===== src/rtl/uart_rx_cfg.sv =====
`timescale 1ns/1ps
// Oversampling UART receiver: 2-flop line synchroniser, 3-sample majority vote
// around mid-bit, false-start rejection, optional parity, one or two stop bits.
module uart_rx_cfg #(
    parameter int DATA_BITS  = 8,
    parameter int OVERSAMPLE = 16,
    parameter int PARITY_EN  = 0,
    parameter int PARITY_ODD = 0,
    parameter int STOP_BITS  = 1
) (
    input  logic                 clk,
    input  logic                 rst,
    input  logic                 b_tick,
    input  logic                 rx,
    output logic [DATA_BITS-1:0] o_dout,
    output logic                 o_rx_done,
    output logic                 o_frame_err,
    output logic                 o_parity_err,
    output logic                 o_busy
);

    localparam int TW = $clog2(OVERSAMPLE);
    localparam int DW = $clog2(DATA_BITS);
    localparam logic [TW-1:0] T_LAST   = TW'(OVERSAMPLE - 1);
    localparam logic [TW-1:0] T_MID_M1 = TW'(OVERSAMPLE / 2 - 1);
    localparam logic [TW-1:0] T_MID    = TW'(OVERSAMPLE / 2);
    localparam logic [TW-1:0] T_MID_P1 = TW'(OVERSAMPLE / 2 + 1);
    localparam logic [DW-1:0] D_LAST   = DW'(DATA_BITS - 1);
    localparam logic          P_ODD    = (PARITY_ODD != 0);
    localparam logic          HAS_PAR  = (PARITY_EN != 0);
    localparam logic          TWO_STOP = (STOP_BITS == 2);

    // state    | meaning
    // S_IDLE   | line idle, waiting for a b_tick that sees rx_s low
    // S_START  | start bit; mid-bit vote of 1 rejects it as a false start
    // S_DATA   | data bits, LSB first, shifted in at the mid-bit vote
    // S_PARITY | parity bit checked against the running XOR
    // S_STOP   | stop bit(s); leaves half a bit early on the last one
    typedef enum logic [2:0] {
        S_IDLE,
        S_START,
        S_DATA,
        S_PARITY,
        S_STOP
    } state_t;

    logic                 r_rx_meta;
    logic                 r_rx_s;
    state_t               r_state,      w_state_nxt;
    logic [TW-1:0]        r_tick,       w_tick_nxt;
    logic [DW-1:0]        r_bit,        w_bit_nxt;
    logic [DATA_BITS-1:0] r_shift,      w_shift_nxt;
    logic                 r_par,        w_par_nxt;
    logic                 r_ferr,       w_ferr_nxt;
    logic                 r_perr,       w_perr_nxt;
    logic                 r_stop_idx,   w_stop_idx_nxt;
    logic                 r_samp_a,     w_samp_a_nxt;
    logic                 r_samp_b,     w_samp_b_nxt;
    logic [DATA_BITS-1:0] r_dout,       w_dout_nxt;
    logic                 r_done,       w_done_nxt;
    logic                 r_frame_err,  w_frame_err_nxt;
    logic                 r_parity_err, w_parity_err_nxt;

    logic w_vote;
    logic w_at_mid;
    logic w_at_last;
    logic w_stop_last;
    logic w_ferr_upd;

    // Third sample is the live synchronised line at t = M+1.
    assign w_vote      = (r_samp_a & r_samp_b) | (r_samp_a & r_rx_s) | (r_samp_b & r_rx_s);
    assign w_at_mid    = b_tick && (r_tick == T_MID_P1);
    assign w_at_last   = b_tick && (r_tick == T_LAST);
    assign w_stop_last = TWO_STOP ? r_stop_idx : 1'b1;
    assign w_ferr_upd  = r_ferr | ~w_vote;

    always_comb begin
        w_state_nxt      = r_state;
        w_tick_nxt       = r_tick;
        w_bit_nxt        = r_bit;
        w_shift_nxt      = r_shift;
        w_par_nxt        = r_par;
        w_ferr_nxt       = r_ferr;
        w_perr_nxt       = r_perr;
        w_stop_idx_nxt   = r_stop_idx;
        w_samp_a_nxt     = r_samp_a;
        w_samp_b_nxt     = r_samp_b;
        w_dout_nxt       = r_dout;
        w_done_nxt       = 1'b0;
        w_frame_err_nxt  = r_frame_err;
        w_parity_err_nxt = r_parity_err;

        if (b_tick && (r_state != S_IDLE)) begin
            if (r_tick == T_MID_M1) w_samp_a_nxt = r_rx_s;
            if (r_tick == T_MID)    w_samp_b_nxt = r_rx_s;
            w_tick_nxt = (r_tick == T_LAST) ? '0 : r_tick + 1'b1;
        end

        case (r_state)
            S_IDLE: begin
                if (b_tick && !r_rx_s) begin
                    w_state_nxt    = S_START;
                    w_tick_nxt     = '0;
                    w_bit_nxt      = '0;
                    w_shift_nxt    = '0;
                    w_par_nxt      = 1'b0;
                    w_ferr_nxt     = 1'b0;
                    w_perr_nxt     = 1'b0;
                    w_stop_idx_nxt = 1'b0;
                end
            end
            S_START: begin
                if (w_at_mid && w_vote) begin
                    w_state_nxt = S_IDLE;
                    w_tick_nxt  = '0;
                end else if (w_at_last) begin
                    w_state_nxt = S_DATA;
                    w_bit_nxt   = '0;
                end
            end
            S_DATA: begin
                if (w_at_mid) begin
                    w_shift_nxt = {w_vote, r_shift[DATA_BITS-1:1]};
                    w_par_nxt   = r_par ^ w_vote;
                end
                if (w_at_last) begin
                    if (r_bit == D_LAST) begin
                        w_state_nxt    = HAS_PAR ? S_PARITY : S_STOP;
                        w_stop_idx_nxt = 1'b0;
                    end else begin
                        w_bit_nxt = r_bit + 1'b1;
                    end
                end
            end
            S_PARITY: begin
                if (w_at_mid) w_perr_nxt = r_par ^ w_vote ^ P_ODD;
                if (w_at_last) begin
                    w_state_nxt    = S_STOP;
                    w_stop_idx_nxt = 1'b0;
                end
            end
            S_STOP: begin
                if (w_at_mid) begin
                    w_ferr_nxt = w_ferr_upd;
                    if (w_stop_last) begin
                        w_state_nxt      = S_IDLE;
                        w_tick_nxt       = '0;
                        w_dout_nxt       = r_shift;
                        w_frame_err_nxt  = w_ferr_upd;
                        w_parity_err_nxt = HAS_PAR ? r_perr : 1'b0;
                        w_done_nxt       = 1'b1;
                    end
                end else if (w_at_last) begin
                    w_stop_idx_nxt = 1'b1;
                end
            end
            default: begin
                w_state_nxt = S_IDLE;
                w_tick_nxt  = '0;
            end
        endcase
    end

    always_ff @(posedge clk or posedge rst) begin
        if (rst) begin
            r_rx_meta    <= 1'b1;
            r_rx_s       <= 1'b1;
            r_state      <= S_IDLE;
            r_tick       <= '0;
            r_bit        <= '0;
            r_shift      <= '0;
            r_par        <= 1'b0;
            r_ferr       <= 1'b0;
            r_perr       <= 1'b0;
            r_stop_idx   <= 1'b0;
            r_samp_a     <= 1'b1;
            r_samp_b     <= 1'b1;
            r_dout       <= '0;
            r_done       <= 1'b0;
            r_frame_err  <= 1'b0;
            r_parity_err <= 1'b0;
        end else begin
            r_rx_meta    <= rx;
            r_rx_s       <= r_rx_meta;
            r_state      <= w_state_nxt;
            r_tick       <= w_tick_nxt;
            r_bit        <= w_bit_nxt;
            r_shift      <= w_shift_nxt;
            r_par        <= w_par_nxt;
            r_ferr       <= w_ferr_nxt;
            r_perr       <= w_perr_nxt;
            r_stop_idx   <= w_stop_idx_nxt;
            r_samp_a     <= w_samp_a_nxt;
            r_samp_b     <= w_samp_b_nxt;
            r_dout       <= w_dout_nxt;
            r_done       <= w_done_nxt;
            r_frame_err  <= w_frame_err_nxt;
            r_parity_err <= w_parity_err_nxt;
        end
    end

    assign o_dout       = r_dout;
    assign o_rx_done    = r_done;
    assign o_frame_err  = r_frame_err;
    assign o_parity_err = r_parity_err;
    assign o_busy       = (r_state != S_IDLE);

endmodule


===== config.mk =====
export PLATFORM = sky130hd
export DESIGN_NAME = uart_rx_cfg
export DESIGN_NICKNAME = d
export VERILOG_FILES = /design/src/rtl/uart_rx_cfg.sv
export SDC_FILE = /design/constraint.sdc
export NUM_CORES = 1
export LEC_CHECK = 0
export ABC_AREA = 1
export CAP_MARGIN = 15
export CORE_MARGIN = 3
export CORE_UTILIZATION = 30
export DETAILED_ROUTE_END_ITERATION = 8
export HOLD_SLACK_MARGIN = 0.15
export MAX_ROUTING_LAYER = met4
export PLACE_DENSITY = 0.45
export SLEW_MARGIN = 30
export SYNTH_ARGS = -nofsm -noshare
export SYNTH_HDL_FRONTEND = slang
export SYNTH_SLANG_ARGS = --single-unit

===== constraint.sdc =====
create_clock -name clk -period 1.7 [get_ports clk]
set_clock_uncertainty 0.05 [all_clocks]
set_input_delay 0.34 -clock clk [delete_from_list [all_inputs] [get_ports clk]]
set_output_delay 0.34 -clock clk [all_outputs]
set_load 0.01 [all_outputs]

==> results.ini, run 1 <==
[status]
status=complete, no violations

[pwr]
p_sw_share_pct=38.5
finalPower_uw=2940
p_leak_uw=0.000988
seqPwrFrac_pct=32.2
internal-power_uw=1810
combPwrFrac_pct=41.5
clkPwrFrac_pct=26.2
p_sw_uw=1130
peakVddDrop_uv=456
power.density_mw_per_mm2=1380

[cells_and_area]
drive_gt1_share_pct=26.8
syn2layout_area_growth_pct=27.1
fin_area_mm2=0.00214
fin_nets=239
antennaDiodeCount=0
fillers=551

[placed_design]
port_buffers=14
dp_hpwl_mm=2.37
place_area_mm2=0.00195
finalWeightedCongestion=0.791

[cts]
cts_num_sinks=33
cts_root_buf=clkbuf_8
cts_tree=yes
cts_max_path_buffers=2
h-tree-depth=2
hold_buffers=0
insertion_delay_ns=0.28
clkTransAtPathRegs_ns=0.07
cts_made_buffers=5

[worst_hold_path]
hold_class=flop to flop
hold_path_depth=0

[timing]
hold_viol=0
period_needed_ns=1.59
grt_setup_unrepaired=false
drv_slew=0
max_freq_mhz=629
min_period_over_period_pct=93.5
finalSetupViolCount=0
holdWs_ns=0.306

[synth]
syn_nets=208
synth_top_area_share_pct=43.1
synth_top_family_by_area=simple AND/OR/NAND/NOR gates
synthMuxAreaShare_pct=0
netlist_top_cells_area=dfrtp_1 (43%), nand2_1 (10%), dfstp_2 (6.2%)
synth_cells=199
yosys.area.top_type=dfrtp_1
syn_area_mm2=0.00168
yosysWarnings=0
seq_area_frac_synth_pct=49.4
synthSimpleGateAreaFrac_pct=26.0
synthAdderAreaFrac_pct=3.72
post_synth_num_cell_types=28
synth.avg_cell_area_um2=8.46
synth-compound-area-share_pct=11.3
synthXorXnorAreaFrac_pct=0.520
ys_seq_elements=33

[floorplan]
coreArea_mm2=0.00527
rows=26
ioPinCount=16
die_y_um=80.9
initial_core_util_pct=31.9
die_area_mm2=0.00654
fp.dieW_um=80.9

[setup_path]
arrival_ns=1.20
critPathLaunchType=flop
worstPathMaxFanout=4
crit_type=flop to output pin
end_kind=output pin
critPathRequiredTime_ns=1.31
rr_worst_depth=7

[grt]
antenna_found_initial=0
grt-ovfl-total=0
grt_usage_pct=12.6
grt_pass1_wl_mm=6.09
grt_pass1_vias=1318
grt_start_max_net_pins=34

[route]
vias_per_cell=4.28
wire_per_inst_um=11.3
drtAntennaViolNets=0
drc=0
drtIter0Drc=33
wirelength_mm=3.40
firstDrtPassIters=4
via_count=1288

[flow_run]
cap_violations=0

## final timing paths
path / endpoint / slack (ns) / from
worst max-delay path: o_busy / 0.11 / r_state[0]
worst min-delay path: r_rx_s / 0.31 / r_rx_meta
min in group asynchronous: r_tick[1] / 0.33 / rst
max in group asynchronous: r_rx_s / 1.02 / rst
worst min register to register: r_rx_s / 0.31 / r_rx_meta
worst max register to register: r_shift[5] / 0.12 / r_state[2]
## worst max-delay path, stage by stage (launching register included)
cell	delay (ns)
dfrtp_1	0.41
nor2_4	0.15
nand2_4	0.07
dlygate4sd2_1	0.28
## per-stage QoR
step,util [%],TNS [ns],cells,setup WS [ns]
final,40.6,0,301,0.111
after CTS,39.8,0,299,0.0829
after global placement,37.1,-1.68,288,-0.147
after floorplan,-,0,199,0.274
after detailed placement,37.1,-1.77,288,-0.149
after global routing,40.6,0,301,0.000600
## metal layers
metal / GRT usage, % / part of all wire (%) / routed length, um
met2: 17.5 / 42 / 1440
met1: 16.9 / 52 / 1770
met3: 3.88 / 3.9 / 134
met5: - / 0 / 0
met4: 5.07 / 1.7 / 57
## layout by cell type (no fill, tap or decap)
cell type        count
a21oi_1              2
a21oi_2              1
buf_12               1
buf_4               13
bufinv_16            1
clkbuf_1             1
clkbuf_8             6
clkdlybuf4s50_1     13
conb_1               1
dfrtp_1             26
dfrtp_2              3
dfstp_2              4
dlygate4sd2_1        1
ha_1                 4
ha_2                 1
inv_1               25
inv_2                5
nand2_1             45
nand2_2              7
nand2_4              2
nand3_1             11
nand3_2              1
nand4_1              2
nor2_1              19
nor2_2               3
nor2_4               4
nor3_1               1
nor3_2               1
o21a_4               1
o21ai_0              5
o21ai_1             11
o21ai_2              8
o22ai_1              1
xor2_1               1
## kinds of logic (layout without fill, tap and decap cells)
logic type | Yosys count | after routing
and+or+nand+nor | 96 | 96
buffers and inverters | 34 | 66
DFF | 33 | 33
AOI/OAI and AO/OA | 29 | 29
adders and majority gates | 5 | 5
other | 1 | 1
xor gates and xnor gates | 1 | 1
## power by group through the flow
stage	clock network (uW)	logic, uW	registers, uW
2_1_floorplan	0	848	954
3_3_place_gp	0	1100	979
3_5_place_dp	0	1100	974
4_1_cts	799	1160	943
5_1_grt	836	1380	960
6_report	773	1220	949
## synth_stat cells, drive strengths merged
cell type / count
inv: 30
a21oi: 3
clkbuf: 1
o22ai: 1
nand2: 54
nand4: 2
nor3: 2
o21a: 1
xor2: 1
dfrtp: 29
nand3: 12
conb: 1
dfstp: 4
nor2: 26
ha: 5
o21ai: 24
buf: 3
## layout make-up
type | instances | area [um2] | share of cell area [%]
sequential | 33 | 835 | 39.0
multi-input combinational | 132 | 731 | 34.2
timing repair buffer | 28 | 256 | 12.0
inverter | 30 | 113 | 5.27
tap | 70 | 87.6 | 4.10
clock buffer | 7 | 86.3 | 4.04
clock inverter | 1 | 30.0 | 1.40
## state kept, by name (all words and copies together) (netlist names), 3 cells and up
signal   flops
r_tick       4
r_bit        3
o_dout       8
r_state      3
r_shift      8
## repair_timing
item | in CTS | in global routing
resized for setup | 4 | 9
setup buffers | 3 | 2
pin swaps | 0 | 2
endpoints found under the setup margin | 1 | 8
Power figures use the tool's default switching activity.
==> run 2: changes to the inputs <==
- CORE_ASPECT_RATIO: unset -> 0.5
==> run 2 against run 1 <==
Effect of this change: via count up 0.93%; sequential share of layout area rose by 0.43 points; maximum frequency decreased by 2.6%; worst setup slack worse by 0.042 ns; largest cell class unchanged; combinational power is essentially flat; core utilization increased by 0.38 points; critical path depth unchanged; critical path type unchanged.
==> results.ini, run 2 (same netlist as run 1, synthesis figures left out) <==
[cells_and_area]
multiInputGateArea_um2=738  ; was 731 um2
syn2layout_area_growth_pct=25.5  ; was 27.1%
regArea_um2=833  ; was 835 um2
fillers=501  ; was 551
antennaDiodeCount=0  ; unchanged
final_common_cell=nand2_1  ; unchanged
layout_common_cells=nand2_1 (46), dfrtp_1 (27), inv_1 (25)  ; was nand2_1 (45), dfrtp_1 (26), inv_1 (25)
fin_nets=238  ; was 239
drive_gt1_share_pct=24.9  ; was 26.8%

[cts]
cts_root_buf=clkbuf_8  ; unchanged
insertion_delay_ns=0.29  ; was 0.28 ns
h-tree-depth=2  ; unchanged
clkTransAtPathRegs_ns=0.07  ; about the same
cts_num_sinks=33  ; unchanged
hold_buffers=0  ; unchanged
cts_tree=yes  ; unchanged
cts_made_buffers=5  ; unchanged
cts_max_path_buffers=2  ; unchanged

[grt]
grt_usage_pct=11.7  ; was 12.6%
grt_pass1_wl_mm=5.80  ; was 6.09 mm
antenna_found_initial=0  ; unchanged
grt_start_max_net_pins=34  ; unchanged
grt-ovfl-total=0  ; unchanged
grt_pass1_vias=1271  ; was 1,318

[route]
wire_per_inst_um=11.8  ; was 11.3 um
drc=0  ; unchanged
drtAntennaViolNets=0  ; unchanged
drtIter0Drc=48  ; was 33
firstDrtPassIters=4  ; unchanged
wirelength_mm=3.54  ; was 3.40 mm
vias_per_cell=4.35  ; was 4.28
via_count=1300  ; was 1,288

[status]
status=complete, no violations  ; unchanged

[floorplan]
fp.dieW_um=112  ; was 80.9 um
initial_core_util_pct=32.6  ; was 31.9%
die_area_mm2=0.00660  ; was 0.00654 mm2
coreArea_mm2=0.00516  ; was 0.00527 mm2
die_y_um=59.0  ; was 80.9 um
rows=18  ; was 26
ioPinCount=16  ; unchanged

[pwr]
p_sw_share_pct=41.1  ; was 38.5%
combPwrFrac_pct=44.6  ; was 41.5%
finalPower_uw=2800  ; was 2940 uW
peakVddDrop_uv=427  ; was 456 uV
p_leak_uw=0.000977  ; was 0.000988 uW
clkPwrFrac_pct=21.6  ; was 26.2%
internal-power_uw=1650  ; was 1810 uW
power.density_mw_per_mm2=1330  ; was 1380 mW/mm2
p_sw_uw=1150  ; was 1130 uW
seqPwrFrac_pct=33.9  ; was 32.2%

[setup_path]
crit_type=flop to output pin  ; unchanged
critPathRequiredTime_ns=1.31  ; about the same
end_kind=output pin  ; unchanged
arrival_ns=1.24  ; was 1.20 ns
critPathLaunchType=flop  ; unchanged
worstPathMaxFanout=5  ; was 4

[timing]
finalSetupViolCount=0  ; unchanged
tns_ns=0  ; unchanged
hold_viol=0  ; unchanged
grt_setup_unrepaired=true  ; was false
max_freq_mhz=613  ; was 629 MHz
min_period_over_period_pct=95.9  ; was 93.5%
drv_slew=0  ; unchanged
period_needed_ns=1.63  ; was 1.59 ns

[worst_hold_path]
hold_class=flop to flop  ; unchanged

[placed_design]
dp_hpwl_mm=2.43  ; was 2.37 mm
port_buffers=14  ; unchanged
finalWeightedCongestion=0.767  ; was 0.791

[flow_run]
cap_violations=0  ; unchanged

[run 2: final timing paths]
check,startpoint,to,slack [ns],depth (start not counted)
setup / recovery,r_state[1],o_busy,0.07,3
hold / removal,r_rx_meta,r_rx_s,0.32,0
setup reg to reg,r_tick[1],r_shift[5],0.16,8
hold reg to reg,r_rx_meta,r_rx_s,0.32,0
max in group asynchronous,rst,r_samp_a,1.01,3
min in group asynchronous,rst,o_rx_done,0.35,3
[run 2: critical path, stage by stage, from the launching register on]
cell and delay [ns]:
dfrtp_2 0.46, nor2_4 0.13, nand2_4 0.08, dlygate4sd2_1 0.29
[run 2: metal layers]
metal	vias to the layer above	global-route usage [%]	routed length, um
li1	680	-	-
met5	-	-	0
met3	7	3.80	113
met1	602	13.8	1800
met4	0	5.20	54
met2	11	18.8	1580
[run 2: timing repair]
action                     in CTS  in global routing
resized for setup               4                  7
gates cloned                    0                  1
pin swaps                       0                  0
setup buffers                   2                  1
setup endpoints to repair       1                  7
[run 2: cell type report]
cell class / count / area share (%)
sequential: 33 / 39.5
clock buffer: 7 / 4.09
multi-input combinational: 133 / 35.0
inverter: 30 / 5.33
timing repair buffer: 26 / 12.0
tap: 70 / 4.15
[run 2: power groups by stage]
stage,logic [uW],registers [uW],clock network (uW)
after CTS,1160,948,621
after detailed placement,1100,971,0
after global placement,1100,971,0
final,1250,949,604
after floorplan,848,954,0
after global routing,1400,959,656
[run 2: per-stage QoR]
step	hold WS (ns)	instance area [um2]	cells	utilization (%)	setup WS, ns
finish	0.318	2110	299	41.0	0.0695
global route	0.321	2110	299	41.0	0.00418
CTS	0.319	2070	297	40.2	0.0456
detailed placement	0.309	1970	288	38.1	-0.181
global placement	0.298	1970	288	38.1	-0.136
floorplan	0.294	1680	199	-	0.274
==> run 3: changes to the inputs <==
- CORE_UTILIZATION: 30 -> 49
- CTS_BUF_LIST: unset -> sky130_fd_sc_hd__clkbuf_2
- PLACE_DENSITY: 0.45 -> 0.68
==> run 3 against run 2 <==
Effect of this change: via count down 1.4%; worst hold slack worse by 0.12 ns; combinational power down 6%; core utilization up 23 points; worst setup slack better by 0.060 ns; critical endpoint is now r_state[0].
==> results.ini, run 3 (same netlist as run 1, synthesis figures left out) <==
[grt]
antenna_found_initial=0  ; unchanged
grt_usage_pct=18.5  ; was 11.7%
grt_pass1_wl_mm=5.44  ; was 5.80 mm
grt-ovfl-total=0  ; unchanged
grt_start_max_net_pins=22  ; was 34
grt_pass1_vias=1204  ; was 1,271

[cells_and_area]
final_common_cell=nand2_1  ; unchanged
post-route-util_pct=64.2  ; was 41.0%
fin_nets=239  ; was 238
regArea_um2=833  ; unchanged
fillers=290  ; was 501
drive_gt1_share_pct=26.5  ; was 24.9%
syn2layout_area_growth_pct=19.6  ; was 25.5%
multiInputGateArea_um2=728  ; was 738 um2
layout_common_cells=nand2_1 (45), dfrtp_1 (27), inv_1 (25)  ; was nand2_1 (46), dfrtp_1 (27), inv_1 (25)
antennaDiodeCount=0  ; unchanged

[floorplan]
coreArea_mm2=0.00314  ; was 0.00516 mm2
ioPinCount=16  ; unchanged
die_y_um=47.4  ; was 59.0 um
rows=14  ; was 18
fp.dieW_um=88.9  ; was 112 um
initial_core_util_pct=53.7  ; was 32.6%
die_area_mm2=0.00422  ; was 0.00660 mm2

[cts]
cts_max_path_buffers=2  ; unchanged
clkTransAtPathRegs_ns=0.16  ; was 0.07 ns
cts_tree=yes  ; unchanged
cts_made_buffers=5  ; unchanged
hold_buffers=0  ; unchanged
insertion_delay_ns=0.37  ; was 0.29 ns
cts_root_buf=clkbuf_2  ; was clkbuf_8
h-tree-depth=2  ; unchanged
cts_num_sinks=33  ; unchanged

[setup_path]
slowest_stage=dfrtp_1  ; was dfrtp_2
cp_slowest_stage_delay_ns=0.43  ; was 0.46 ns
crit_top_cell=nand2_1
cpLargestDelayFamily=simple AND/OR/NAND/NOR gates  ; was flip-flops
worstPathMaxFanout=4  ; was 5
arrival_ns=1.79  ; was 1.24 ns
critPathRequiredTime_ns=1.92  ; was 1.31 ns
end_kind=flop  ; was output pin
crit_type=flop to flop  ; was flop to output pin
cp_cell_sequence=inv_2 > ha_2 > nand4_1 > nand2_1 > nand2_2 > nor2_4 > nand2_1 > nand2_1 > nand2_1  ; was nor2_4 > nand2_4 > dlygate4sd2_1
critPathLaunchType=flop  ; unchanged
crit_buf_inv=1  ; unchanged

[flow_run]
cap_violations=0  ; unchanged

[placed_design]
dp_hpwl_mm=2.26  ; was 2.43 mm
port_buffers=14  ; unchanged
dpl_worst_slack_ns=-0.153  ; was -0.181 ns
finalWeightedCongestion=0.858  ; was 0.767

[pwr]
finalPower_uw=2480  ; was 2800 uW
p_leak_uw=0.00106  ; was 0.000977 uW
power.density_mw_per_mm2=1230  ; was 1330 mW/mm2
peakVddDrop_uv=468  ; was 427 uV

[status]
status=complete, no violations  ; unchanged

[timing]
fin_ws_ns=0.130  ; was 0.0695 ns
period_needed_ns=1.57  ; was 1.63 ns
hold_viol=0  ; unchanged
min_period_over_period_pct=92.4  ; was 95.9%
drv_slew=0  ; unchanged
max_freq_mhz=637  ; was 613 MHz
grt_setup_unrepaired=true  ; unchanged
finalSetupViolCount=0  ; unchanged
holdWs_ns=0.200  ; was 0.318 ns

[route]
drtAntennaViolNets=0  ; unchanged
via_count=1282  ; was 1,300
drtIter0Drc=64  ; was 48
wire_per_inst_um=11.8  ; about the same
vias_per_cell=4.75  ; was 4.35
drc=0  ; unchanged
firstDrtPassIters=4  ; unchanged
wirelength_mm=3.19  ; was 3.54 mm

[worst_hold_path]
hold_class=input port to async pin  ; was flop to flop

[run 3: cell count changes in the layout (fill, tap and decap cells not counted), sizes merged]
cell,delta
buf,+2
clkdlybuf4s50,-10
clkinv,+1
dlygate4sd2,+5
dlymetal6s2s,+4
o21a,-1
[run 3: tightest hold or removal path: stages]
cell             delay [ns]
clkdlybuf4s50_1        0.40
inv_1                  0.07
buf_4                  0.20
[run 3: stage by stage]
| stage | cells | setup TNS [ns] | cell area [um2] |
|---|---|---|---|
| after floorplan | 199 | 0 | 1680 |
| after global placement | 258 | -1.81 | 1920 |
| after detailed placement | 258 | -1.93 | 1920 |
| after CTS | 269 | 0 | 1980 |
| after global routing | 270 | -0.0309 | 2010 |
| final | 270 | 0 | 2010 |
[run 3: where the power goes]
group	total, uW	switching [uW]	internal (uW)	leakage (uW)
registers	943	68.8	874	0.000439
logic	1180	749	433	0.000598
clock network	356	260	95.9	0.0000265
[run 3: repair_timing]
action                     CTS  global route
resized for setup           10            14
buffers inserted             4             1
pin swaps                    0             3
setup endpoints to repair    7            20
[run 3: routing by layer]
layer	global-route usage, %	part of all wire (%)
met5	-	0
met4	7.23	1.9
met3	5.67	2.7
met2	28.6	41
met1	23.3	54
[run 3: layout make-up]
cell class / instances / share of cell area [%]
clock buffer: 6 / 1.49
clock inverter: 1 / 0.186
inverter: 30 / 5.59
multi-input combinational: 132 / 36.2
sequential: 33 / 41.4
tap: 40 / 2.49
timing repair buffer: 28 / 12.7
[run 3: worst paths after layout]
path                       startpoint         end  slack, ns  cells after the start
min                               rst   o_rx_done       0.20                      3
min in group clk                   rx   r_rx_meta       0.30                      1
min reg2reg                 r_rx_meta      r_rx_s       0.32                      0
max in group asynchronous         rst    r_bit[0]       1.13                      3
max                         r_tick[1]  r_state[0]       0.13                      9
max reg2reg                 r_tick[1]  r_state[0]       0.13                      9
